<file path="src/rtl/pipeline_stage_skid.sv">
`default_nettype none
// +-----------------------------------------------------------------------------+
// | Module      : pipeline_stage_skid                                           |
// | Description : Valid/ready pipeline stage register with flush (bubble        |
// |               insertion) and an optional 2-entry skid buffer.               |
// | Revision    : 1.0 - initial release                                         |
// +-----------------------------------------------------------------------------+
module pipeline_stage_skid #(
  parameter int               WIDTH  = 32,
  parameter logic [WIDTH-1:0] BUBBLE = '0,
  parameter bit               SKID   = 1'b1
) (
  input  logic             clk,
  input  logic             reset,
  input  logic             flush,
  input  logic             in_valid,
  output logic             in_ready,
  input  logic [WIDTH-1:0] in_data,
  output logic             out_valid,
  input  logic             out_ready,
  output logic [WIDTH-1:0] out_data,
  output logic [1:0]       occupancy
);

  generate
    if (SKID) begin : g_skid
      typedef enum logic [1:0] {
        EMPTY = 2'd0,
        ONE   = 2'd1,
        TWO   = 2'd2
      } state_t;

      state_t           r_state;
      state_t           w_state_nxt;
      logic [WIDTH-1:0] r_head;
      logic [WIDTH-1:0] r_skid;
      logic [WIDTH-1:0] w_head_nxt;
      logic [WIDTH-1:0] w_skid_nxt;
      logic             r_in_ready;
      logic             w_push;
      logic             w_pop;

      assign w_push = in_valid & r_in_ready;
      assign w_pop  = (r_state != EMPTY) & out_ready;

      always_comb begin
        w_state_nxt = r_state;
        w_head_nxt  = r_head;
        w_skid_nxt  = r_skid;
        case (r_state)
          EMPTY: begin
            if (w_push) begin
              w_state_nxt = ONE;
              w_head_nxt  = in_data;
            end
          end
          ONE: begin
            if (w_push && w_pop) begin
              w_head_nxt = in_data;
            end else if (w_push) begin
              w_state_nxt = TWO;
              w_skid_nxt  = in_data;
            end else if (w_pop) begin
              w_state_nxt = EMPTY;
              w_head_nxt  = BUBBLE;
            end
          end
          TWO: begin
            // in_ready is low here, so only a pop can occur
            if (w_pop) begin
              w_state_nxt = ONE;
              w_head_nxt  = r_skid;
              w_skid_nxt  = BUBBLE;
            end
          end
          default: begin
            w_state_nxt = EMPTY;
            w_head_nxt  = BUBBLE;
            w_skid_nxt  = BUBBLE;
          end
        endcase
      end

      always_ff @(posedge clk) begin
        if (reset || flush) begin
          r_state    <= EMPTY;
          r_head     <= BUBBLE;
          r_skid     <= BUBBLE;
          r_in_ready <= 1'b1;
        end else begin
          r_state    <= w_state_nxt;
          r_head     <= w_head_nxt;
          r_skid     <= w_skid_nxt;
          r_in_ready <= (w_state_nxt != TWO);
        end
      end

      assign in_ready  = r_in_ready;
      assign out_valid = (r_state != EMPTY);
      assign out_data  = r_head;
      assign occupancy = r_state;
    end else begin : g_single
      logic [WIDTH-1:0] r_head;
      logic             r_valid;
      logic             w_in_ready;
      logic             w_push;
      logic             w_pop;

      assign w_in_ready = ~r_valid | out_ready;
      assign w_push     = in_valid & w_in_ready;
      assign w_pop      = r_valid & out_ready;

      always_ff @(posedge clk) begin
        if (reset || flush) begin
          r_valid <= 1'b0;
          r_head  <= BUBBLE;
        end else if (w_push) begin
          r_valid <= 1'b1;
          r_head  <= in_data;
        end else if (w_pop) begin
          r_valid <= 1'b0;
          r_head  <= BUBBLE;
        end
      end

      assign in_ready  = w_in_ready;
      assign out_valid = r_valid;
      assign out_data  = r_head;
      assign occupancy = {1'b0, r_valid};
    end
  endgenerate

endmodule
`default_nettype wire

</file>
<file path="config.mk">
export PLATFORM = sky130hd
export DESIGN_NAME = pipeline_stage_skid
export DESIGN_NICKNAME = d
export VERILOG_FILES = /design/src/rtl/pipeline_stage_skid.sv
export SDC_FILE = /design/constraint.sdc
export NUM_CORES = 1
export LEC_CHECK = 0
export CORE_AREA = 2 2 94 96
export DETAILED_ROUTE_END_ITERATION = 8
export DIE_AREA = 0 0 96 98
export MAX_ROUTING_LAYER = met4
export PLACE_DENSITY = 0.76
export SYNTH_ARGS = -nofsm -noshare
export SYNTH_HDL_FRONTEND = slang
export SYNTH_SLANG_ARGS = --single-unit
</file>
<file path="constraint.sdc">
create_clock -name clk -period 1.9 [get_ports clk]
set_input_delay 0.38 -clock clk [delete_from_list [all_inputs] [get_ports clk]]
set_output_delay 0.38 -clock clk [all_outputs]
set_load 0.02 [all_outputs]
</file>
* Word level (Yosys, flattened, before mapping)
Index checks and enable logic that the tools add are counted.
** Word-level totals
- Register bits :: 67
- Output and inout port bits :: 36
** Cells by class
- Eq/ne operators :: 9
- Muxes and demuxes :: 14
- Bitwise gates (word level) :: 3
- Reductions and logical operators :: 6
** Operator list (count)
- 32-bit 2-to-1 mux :: 6
- 32-bit case mux with 3 select lines :: 2
- 2-bit 2-to-1 mux :: 5
- 2-bit inequality test (second input constant) :: 5
- 4-bit AND reduction :: 2
- 3-bit inequality test (second input constant) :: 2
- 2-bit case mux with 3 select lines :: 1
- 1-bit AND :: 2
- 2-bit by 1-bit == test with 1-bit output (second input constant) :: 1
- 2-bit == test (second input constant) :: 1
- 2-bit logical NOT :: 1
- 2-bit nonzero test :: 1
- 1-bit logical AND :: 1
- 1-bit logical OR :: 1
- 1-bit inverter :: 1

* Logic depth before layout (Yosys ltp)
Gate-level depths: netlist (run 1).
- Depth in word-level cells :: 7
- Mapped depth :: 7

* Worst setup path after synthesis (run 1)
Ideal clock, no wire load.
- Path kind :: flip-flop to output port
- From :: register g_skid.r_state[0] (netlist: occupancy[0])
- To :: output port out_valid
- Arrival time :: 1.228 ns
- Required time :: 1.520 ns
- Path slack :: 0.292 ns
- Stages on the path, launching flop included :: 4
- Buffers on the path :: 2
- Cells stage by stage :: dfxtp_1 > buf_4 > clkbuf_1 > or2_2
** Between the ends
- Word-level cells in the longest chain between the ends :: 1
** RTL lines
- from (decl) :: line 33 : state_t r_state;
- from (signal assigned) :: line 91 : r_state <= w_state_nxt;
- 2-bit nonzero test :: line 99 : assign out_valid = (r_state != EMPTY);
- to (decl) :: line 19 : output logic out_valid,
Every way passes these cells.

* Final worst setup path (run 1)
- From :: register g_skid.r_in_ready (netlist: in_ready)
- To :: output port in_ready
** RTL lines
- from (decl) :: line 39 : logic r_in_ready;
- from (signal assigned) :: line 94 : r_in_ready <= (w_state_nxt != TWO);
- to (decl) :: line 17 : output logic in_ready,
No word-level cell between the ends.

==> flow_summary.ini, run 1 <==
[outcome]
outcome = finished clean

[synth]
synth_top_area_cell = dfxtp_1
ys_warn_count = 0
synthTopCellsByCount = dfxtp_1, nor2_1, mux2i_1
syn-num-nets = 386
ys_ff_latch = 67
yosysTopAreaCellShare_pct = 38.98
synthCells = 349
yosysSeqAreaShare_pct = 38.98
synthArstFlopShare_pct = 0
synth_area_leaders = dfxtp_1, mux2i_1, o2bb2ai_1
synthesis.area_mm2 = 0.003441
yosysMostFrequentCell = dfxtp_1
syn_avg_cell_area_um2 = 9.859
synth_edf_count = 0
yosysUniqueCellTypes = 29
synth-main-ff-cell = dfxtp_1

[floorplanning]
start_util_pct = 40.64
floorplan.io_pins = 73
core_region_area_mm2 = 0.008466
row_count = 34
die_w_um = 96
die-area_mm2 = 0.009408
die_y_um = 98

[placed_design]
dp_slack_ns = -0.06182
post-dp-hpwl_mm = 5.342
gp_congestion = 0.7530
port_buffers = 72

[worst_setup_path]
cp_slowest_cell = clkdlybuf4s50_1
arrival_ns = 1.44
cp-start-kind = flip-flop
path_max_fanout = 6
path_delay_family = buffers and inverters
slowest_delay_ns = 0.66
critPathRequiredTime_ns = 1.52
path_cells = clkdlybuf4s50_1
cp_num_buf_inv = 1
end_kind = output pin
worstSetupPathType = reg -> out

[clock_network]
h-tree-depth = 3
cts.sinks = 67
numCtsBuffers = 9
cts_root_buf = clkbuf_8
tritoncts = done
clockBufferDepth = 2
hold_buffers = 0
postCtsSetupRepairBufs = 0
path_clk_slew_ns = 0.07
cts_resized = 1
insertion_delay_ns = 0.33

[timing]
finalHoldViolCount = 0
finalCritPeriodShare_pct = 95.57
slew_viol_final = 0
rsz0062_at_grt = no
min_period_ns = 1.816
setup_slack_ns = 0.08425
worstMarginPinSlew_ns = 0.8472
slew_headroom_pct = 43.52
setup_viol = 0
skew_ns = 0.005273
max_freq_mhz = 550.7

[power_and_ir_drop]
powerDensity_mw_per_mm2 = 753.8
ir_drop_v = 0.0003984
leakagePower_nw = 1.520

[global_route]
antenna_found_initial = 0
grt-ovfl-total = 0
grt_max_degree = 39
grt_pass1_wl_mm = 13.10
grt_pass1_vias = 2693
track_usage_pct = 18.18

[layout]
drive_gt1_share_pct = 10.79
syn_to_final_growth_pct = 29.49
postLayoutCoreUtil_pct = 52.63
layout.nets = 449
diodes = 0
fillCellCount = 769

[detailed_routing]
dr.pass1.iters = 4
via_per_inst = 5.286
drc_errors = 0
first_iter_violations = 121
routedWlPerCell_um = 15.12
drt-total-wl_mm = 7.936
dr_total_vias = 2775
route.antenna.remaining_nets = 0

[min_path]
min_path_type = reg -> reg

[run]
drv_cap = 0
cells by family (layout without fill, tap and decap cells):
family	count (synthesis)	after routing	synth area share, %
and+or+nand+nor	111	111	15.96
AOI/OAI and AO/OA	71	71	17.64
DFF	67	67	38.98
muxes	65	65	18.91
buffers and inverters	35	103	8.509
stage by stage:
stage | setup TNS [ns] | area (um^2) | total power [mW] | cells | hold slack (ns)
after floorplan | 0 | 3441 | 1.829 | 349 | 0.4601
after global placement | -0.02674 | 4229 | 2.047 | 509 | 0.4722
after detailed placement | -0.9337 | 4229 | 2.056 | 509 | 0.4850
after CTS | 0 | 4456 | 3.405 | 525 | 0.5015
after global routing | 0 | 4456 | 3.519 | 525 | 0.5216
final | 0 | 4456 | 3.359 | 525 | 0.4965
report_power, final:
group          switching, mW  internal, mW  leakage (nW)
logic                  0.281         0.285         0.864
registers             0.0206          1.44         0.543
clock network          0.527         0.809         0.113
layer usage:
metal,wire length (um),vias to the layer above,global-route usage [%]
met1,3613,1329,23.55
met4,62,0,6.264
met5,0,-,-
li1,-,1372,-
met2,3908,70,27.88
met3,351,4,3.935
final timing paths:
path / startpoint / to / slack (ns) / depth (start not counted)
setup / recovery: in_ready / in_ready / 0.08 / 1
hold reg to reg: g_skid.r_skid[3] / g_skid.r_skid[3] / 0.50 / 2
hold / removal: g_skid.r_skid[3] / g_skid.r_skid[3] / 0.50 / 2
setup reg to reg: occupancy[1] / out_data[3] / 0.23 / 6
registers in the layout, summed over array words and instances (netlist names):
| register | count |
|---|---|
| g_skid.r_skid | 32 |
| in_ready | 1 |
| occupancy | 2 |
| out_data | 32 |
cell usage in the layout (no fill, tap or decap), types with 2 or more instances in the layout:
cell type and n:
clkdlybuf4s50_1 71, nor2_1 66, mux2i_1 65, dfxtp_1 65
and2_1 32, o2bb2ai_1 32, a22oi_1 26, clkbuf_8 11
buf_12 8, buf_4 7, a22oi_2 6, nand3b_1 3
or2_2 2, a21oi_1 2, bufinv_16 2, dfxtp_2 2
cell type report:
| cell class | instances | area (um^2) | share of cell area [%] |
|---|---|---|---|
| well taps | 108 | 135.1 | 3.033 |
| multi-input cells | 247 | 1817 | 40.78 |
| clock buffers | 12 | 155.1 | 3.482 |
| flip-flops and latches | 67 | 1344 | 30.16 |
| clock inverters | 4 | 72.57 | 1.629 |
| repair buffers | 87 | 932.1 | 20.92 |
Power figures use the tool's default switching activity.
==> inputs of run 2 (changes only) <==
--- a/config.mk
+++ b/config.mk
@@ -10,6 +10,7 @@
 export DIE_AREA = 0 0 96 98
 export MAX_ROUTING_LAYER = met4
 export PLACE_DENSITY = 0.76
+export SETUP_SLACK_MARGIN = 0.3
 export SYNTH_ARGS = -nofsm -noshare
 export SYNTH_HDL_FRONTEND = slang
 export SYNTH_SLANG_ARGS = --single-unit
==> run 2 against run 1 <==
Flip-flop and latch count unchanged. Global-route usage grew 0.53 points. Critical path type unchanged. Maximum frequency rose by 14%. Via count rose by 0.29%.
==> flow_summary.ini, run 2 (synthesized netlist as in run 1, its figures left out) <==
[clock_network]
clockBufferDepth = 2
path_clk_slew_ns = 0.07
hold_buffers = 0
cts_root_buf = clkbuf_8
numCtsBuffers = 9
tritoncts = done
postCtsSetupRepairBufs = 0
insertion_delay_ns = 0.34
cts.sinks = 67
h-tree-depth = 3

[global_route]
grt-ovfl-total = 0
grt_pass1_vias = 2870
track_usage_pct = 18.71
antenna_found_initial = 0
grt_pass1_wl_mm = 13.46
grt_max_degree = 37

[timing]
skew_ns = 0.008781
slew_headroom_pct = 75.60
max_freq_mhz = 630.1
rsz0062_at_grt = yes
setup_viol = 0
finalHoldViolCount = 0
slew_viol_final = 0
finalCritPeriodShare_pct = 83.52
worstMarginPinSlew_ns = 0.3661
tns_ns = 0
min_period_ns = 1.587

[outcome]
outcome = finished clean

[worst_setup_path]
reg2reg_depth = 5
path_delay_family = flip-flops
timing.rr.start = occupancy[0]
arrival_ns = 1.21
rr_endpoint = g_skid.r_skid[8]
slowest_delay_ns = 0.38
rrSetupSlack_ns = 0.39
cp_slowest_cell = dfxtp_2
cp_num_buf_inv = 1
path_max_fanout = 8
worstSetupPathType = reg -> out
path_cells = or2_2 -> clkbuf_2
end_kind = output pin
critPathRequiredTime_ns = 1.52
cp-start-kind = flip-flop

[min_path]
min_to = g_skid.r_skid[24]
hp-start = g_skid.r_skid[24]
holdPathStages = 2
min_path_type = reg -> reg

[layout]
multi_input_area_mm2 = 0.001817
seq_area_mm2 = 0.001346
mostFrequentLayoutCells = nor2_1, mux2i_1, dfxtp_1, dlygate4sd2_1, clkdlybuf4s50_1
layout.cells.most_common = nor2_1
layout.nets = 453
fillCellCount = 764
diodes = 0
drive_gt1_share_pct = 12.11
syn_to_final_growth_pct = 29.24
postLayoutCoreUtil_pct = 52.53

[floorplanning]
core_region_area_mm2 = 0.008466
row_count = 34
floorplan.io_pins = 73
die_y_um = 98
start_util_pct = 40.64
die_w_um = 96
die-area_mm2 = 0.009408

[power_and_ir_drop]
leakagePower_nw = 1.683
powerDensity_mw_per_mm2 = 714.5
swShare_pct = 27.33
ir_drop_v = 0.0003694
comb_power_share_pct = 17.3
cell_internal_pwr_mw = 2.309
clkPwrFrac_pct = 36.9
seqPwrFrac_pct = 45.7
finalPower_mw = 3.177
p_switching_mw = 0.8684

[detailed_routing]
route.antenna.remaining_nets = 0
drt-total-wl_mm = 8.046
dr.pass1.iters = 4
first_iter_violations = 124
drc_errors = 0
via_per_inst = 5.261
routedWlPerCell_um = 15.21
dr_total_vias = 2783

[run]
drv_cap = 0

[placed_design]
gp_congestion = 0.7193
port_buffers = 72
post-dp-hpwl_mm = 5.361
-- run 2: cell types whose count changed in the layout (fill, tap and decap cells not counted), sizes merged --
cell           before  now
clkinvlp            1    3
clkinv              1    2
clkbuf             12   13
dlygate4sd2         1   36
buf                15   17
bufinv              2    1
clkdlybuf4s50      71   34
bufbuf              0    1
-- run 2: timing repair --
item	CTS	global route
endpoints found under the setup margin	74	44
gates resized for setup	38	6
cloned	1	1
-- run 2: final cells by class --
cell class | instances | area share [%]
clock buffers | 10 | 2.870
repair buffers | 91 | 21.47
clock inverters | 6 | 1.491
well taps | 108 | 3.039
multi-input cells | 247 | 40.86
flip-flops and latches | 67 | 30.28
-- run 2: worst max path at each step --
stage                                    to         start  cells past startpoint
after global routing              out_valid  occupancy[0]                      2
after CTS                         out_valid  occupancy[0]                      2
final                             out_valid  occupancy[0]                      2
after global placement    g_skid.r_skid[16]      in_valid                      6
after detailed placement   g_skid.r_skid[8]      in_valid                      6
after floorplan                   out_valid  occupancy[1]                      4
-- run 2: metal layers --
metal / wire (um) / vias up / track usage (%)
li1: - / 1384 / -
met1: 3779 / 1327 / 23.85
met2: 3839 / 64 / 28.79
met3: 305 / 8 / 3.858
met4: 121 / 0 / 7.363
met5: 0 / - / -
-- run 2: power by group through the flow --
stage	Sequential (mW)	Clock (mW)	Combinational [mW]
final	1.45	1.17	0.551
after global routing	1.46	1.26	0.601
after CTS	1.45	1.19	0.553
after detailed placement	1.49	0	0.572
after global placement	1.49	0	0.562
after floorplan	1.52	0	0.309
-- run 2: worst reg2reg max path: cells and delay by family (launching register included) --
| kind | cells | cell delay (ns) |
|---|---|---|
| AOI/OAI and AO/OA | 1 | 0.24 |
| buffers and inverters | 2 | 0.42 |
| DFF | 1 | 0.43 |
| muxes | 1 | 0.23 |
| and+or+nand+nor | 1 | 0.07 |
-- run 2: per-stage QoR --
stage	hold WS, ns	setup WS (ns)	area, um^2	cells
global route	0.5274	0.2863	4447	529
finish	0.5014	0.3130	4447	529
detailed placement	0.4851	-0.09083	4244	511
CTS	0.5043	0.1360	4423	528
global placement	0.4715	-0.01318	4244	511
floorplan	0.4601	0.3997	3442	349
==> inputs of run 3 (changes only) <==
--- a/config.mk
+++ b/config.mk
@@ -9,7 +9,7 @@
 export DETAILED_ROUTE_END_ITERATION = 8
 export DIE_AREA = 0 0 96 98
 export MAX_ROUTING_LAYER = met4
-export PLACE_DENSITY = 0.76
+export PLACE_DENSITY = 0.78
 export SETUP_SLACK_MARGIN = 0.3
 export SYNTH_ARGS = -nofsm -noshare
 export SYNTH_HDL_FRONTEND = slang
==> constraint.sdc (replaced) <==
create_clock -name clk -period 1.42 [get_ports clk]
set_input_delay 0.284 -clock clk [delete_from_list [all_inputs] [get_ports clk]]
set_output_delay 0.284 -clock clk [all_outputs]
set_load 0.02 [all_outputs]
==> run 3 against run 2 <==
The run now ends with setup timing left. Hold slack worse by 0.0037 ns. Die area unchanged. First-iteration DRC count up 46%. Sequential share of layout area down 3.1 points. Flip-flop and latch count unchanged. Clock power up 80%. Non-clock buffer count up 34. Cell count up 7.0%. Largest cell class unchanged. Final area up 15%. Via count up 12%. Clock skew up 0.0070 ns. Combinational power up 70%.
==> flow_summary.ini, run 3 (synthesized netlist as in run 1, its figures left out) <==
[floorplanning]
die_w_um = 96
row_count = 34
start_util_pct = 40.64
die-area_mm2 = 0.009408
floorplan.io_pins = 73
core_region_area_mm2 = 0.008466
die_y_um = 98

[layout]
layout.cells.most_common = nor2_1
diodes = 0
postLayoutCoreUtil_pct = 60.42
layout.nets = 490
seq_area_mm2 = 0.001389
mostFrequentLayoutCells = nor2_1, mux2i_1, buf_4, buf_6, clkdlybuf4s50_1
fillCellCount = 658
fin_area_mm2 = 0.005115
syn_to_final_growth_pct = 48.65
multi_input_area_mm2 = 0.002011
layout.cells.non_filler = 566
drive_gt1_share_pct = 39.30

[detailed_routing]
drc_errors = 0
first_iter_violations = 181
dr.pass1.iters = 4
dr_total_vias = 3118
route.antenna.remaining_nets = 0
via_per_inst = 5.509
drt-total-wl_mm = 9.943
routedWlPerCell_um = 17.57

[outcome]
failed_checks = setup timing
outcome = finished with violations

[global_route]
grtUsageMet1_pct = 26.84
grtUsageMet3_pct = 4.398
use_met2_pct = 34.35
grt_pass1_vias = 3059
gr-max-usage-layer = met2
track_usage_pct = 21.63
grt_max_degree = 45
grt-ovfl-total = 0
antenna_found_initial = 0
grt_pass1_wl_mm = 15.28

[worst_setup_path]
cp_slowest_cell = dfxtp_4
path_max_fanout = 7
cp_num_buf_inv = 3
path_delay_family = buffers and inverters
slowest_delay_ns = 0.38
end_kind = flip-flop
critPathRequiredTime_ns = 1.63
worstSetupPathType = reg -> reg
path_cells = buf_4 -> buf_16 -> o22a_4 -> buf_12 -> mux2i_1 -> nor2_1
cp-start-kind = flip-flop
arrival_ns = 1.74

[clock_network]
h-tree-depth = 3
numCtsBuffers = 9
tritoncts = done
hold_buffers = 0
cts.sinks = 67
path_clk_slew_ns = 0.07
clockBufferDepth = 2
cts_root_buf = clkbuf_8
insertion_delay_ns = 0.35

[power_and_ir_drop]
comb_power_share_pct = 18.7
powerDensity_mw_per_mm2 = 978.5
swShare_pct = 25.12
seqPwrFrac_pct = 39.1
p_switching_mw = 1.257
clkPwrFrac_pct = 42.2
leakagePower_nw = 1.905
cell_internal_pwr_mw = 3.747
ir_drop_v = 0.0005326
finalPower_mw = 5.005

[timing]
worstMarginPinSlew_ns = 0.4757
max_freq_mhz = 656.6
slew_headroom_pct = 68.28
setup_slack_ns = -0.1030
setup_viol = 47
slew_viol_final = 0
min_period_ns = 1.523
finalCritPeriodShare_pct = 107.3
skew_ns = 0.01574
holdWs_ns = 0.4976
finalHoldViolCount = 0
rsz0062_at_grt = yes

[min_path]
min_path_type = reg -> reg

[placed_design]
post-dp-hpwl_mm = 5.728
gp_congestion = 0.7523
dpl.cell_count = 517
dpl_cell_area_mm2 = 0.004242
port_buffers = 72

[run]
drv_cap = 0
## run 3: through the flow
stage	setup slack, ns	setup TNS, ns
CTS	-0.03255	-0.3595
global placement	-0.4307	-25.61
detailed placement	-0.4664	-28.83
finish	-0.1030	-1.682
floorplan	0.03629	0
global route	-0.1840	-5.388
## run 3: path summary, 6_finish.rpt
kind,startpoint,to,slack (ns),depth (start not counted)
setup / recovery,occupancy[1],g_skid.r_skid[12],-0.10,6
hold / removal,g_skid.r_skid[30],g_skid.r_skid[30],0.50,2
setup reg to reg,occupancy[1],g_skid.r_skid[12],-0.10,6
hold reg to reg,g_skid.r_skid[30],g_skid.r_skid[30],0.50,2
## run 3: final cells by class
class | instances | area share, %
clock inverters | 6 | 2.691
well taps | 108 | 2.642
clock buffers | 10 | 2.495
repair buffers | 125 | 25.71
flip-flops and latches | 67 | 27.15
multi-input cells | 250 | 39.31
## run 3: what timing repair did
action                     in CTS  in global routing
gates cloned                    6                  2
setup buffers                  11                 14
gates resized for setup       272                 17
setup endpoints to repair     103                 96
pin swaps                      29                  3
## run 3: tightest hold or removal path: cells and delay by family, from the launching register on
family           cells  cell delay [ns]
multiplexers         1             0.06
AND/OR/NAND/NOR      1             0.07
flip-flops           1             0.33
## run 3: layer usage
layer  share of wire [%]  vias up
li1                    -     1474
met1                  43     1530
met2                  50       94
met3                 4.7       20
met4                 2.1        0
met5                   0        -
## run 3: power groups by stage
stage                     clock network (mW)  logic, mW  registers, mW
after global routing                    2.22      0.996           1.96
after global placement                     0      0.727           1.99
final                                   2.11      0.935           1.96
after CTS                               2.15      0.870           1.96
after detailed placement                   0      0.741           1.99
after floorplan                            0      0.418           2.03
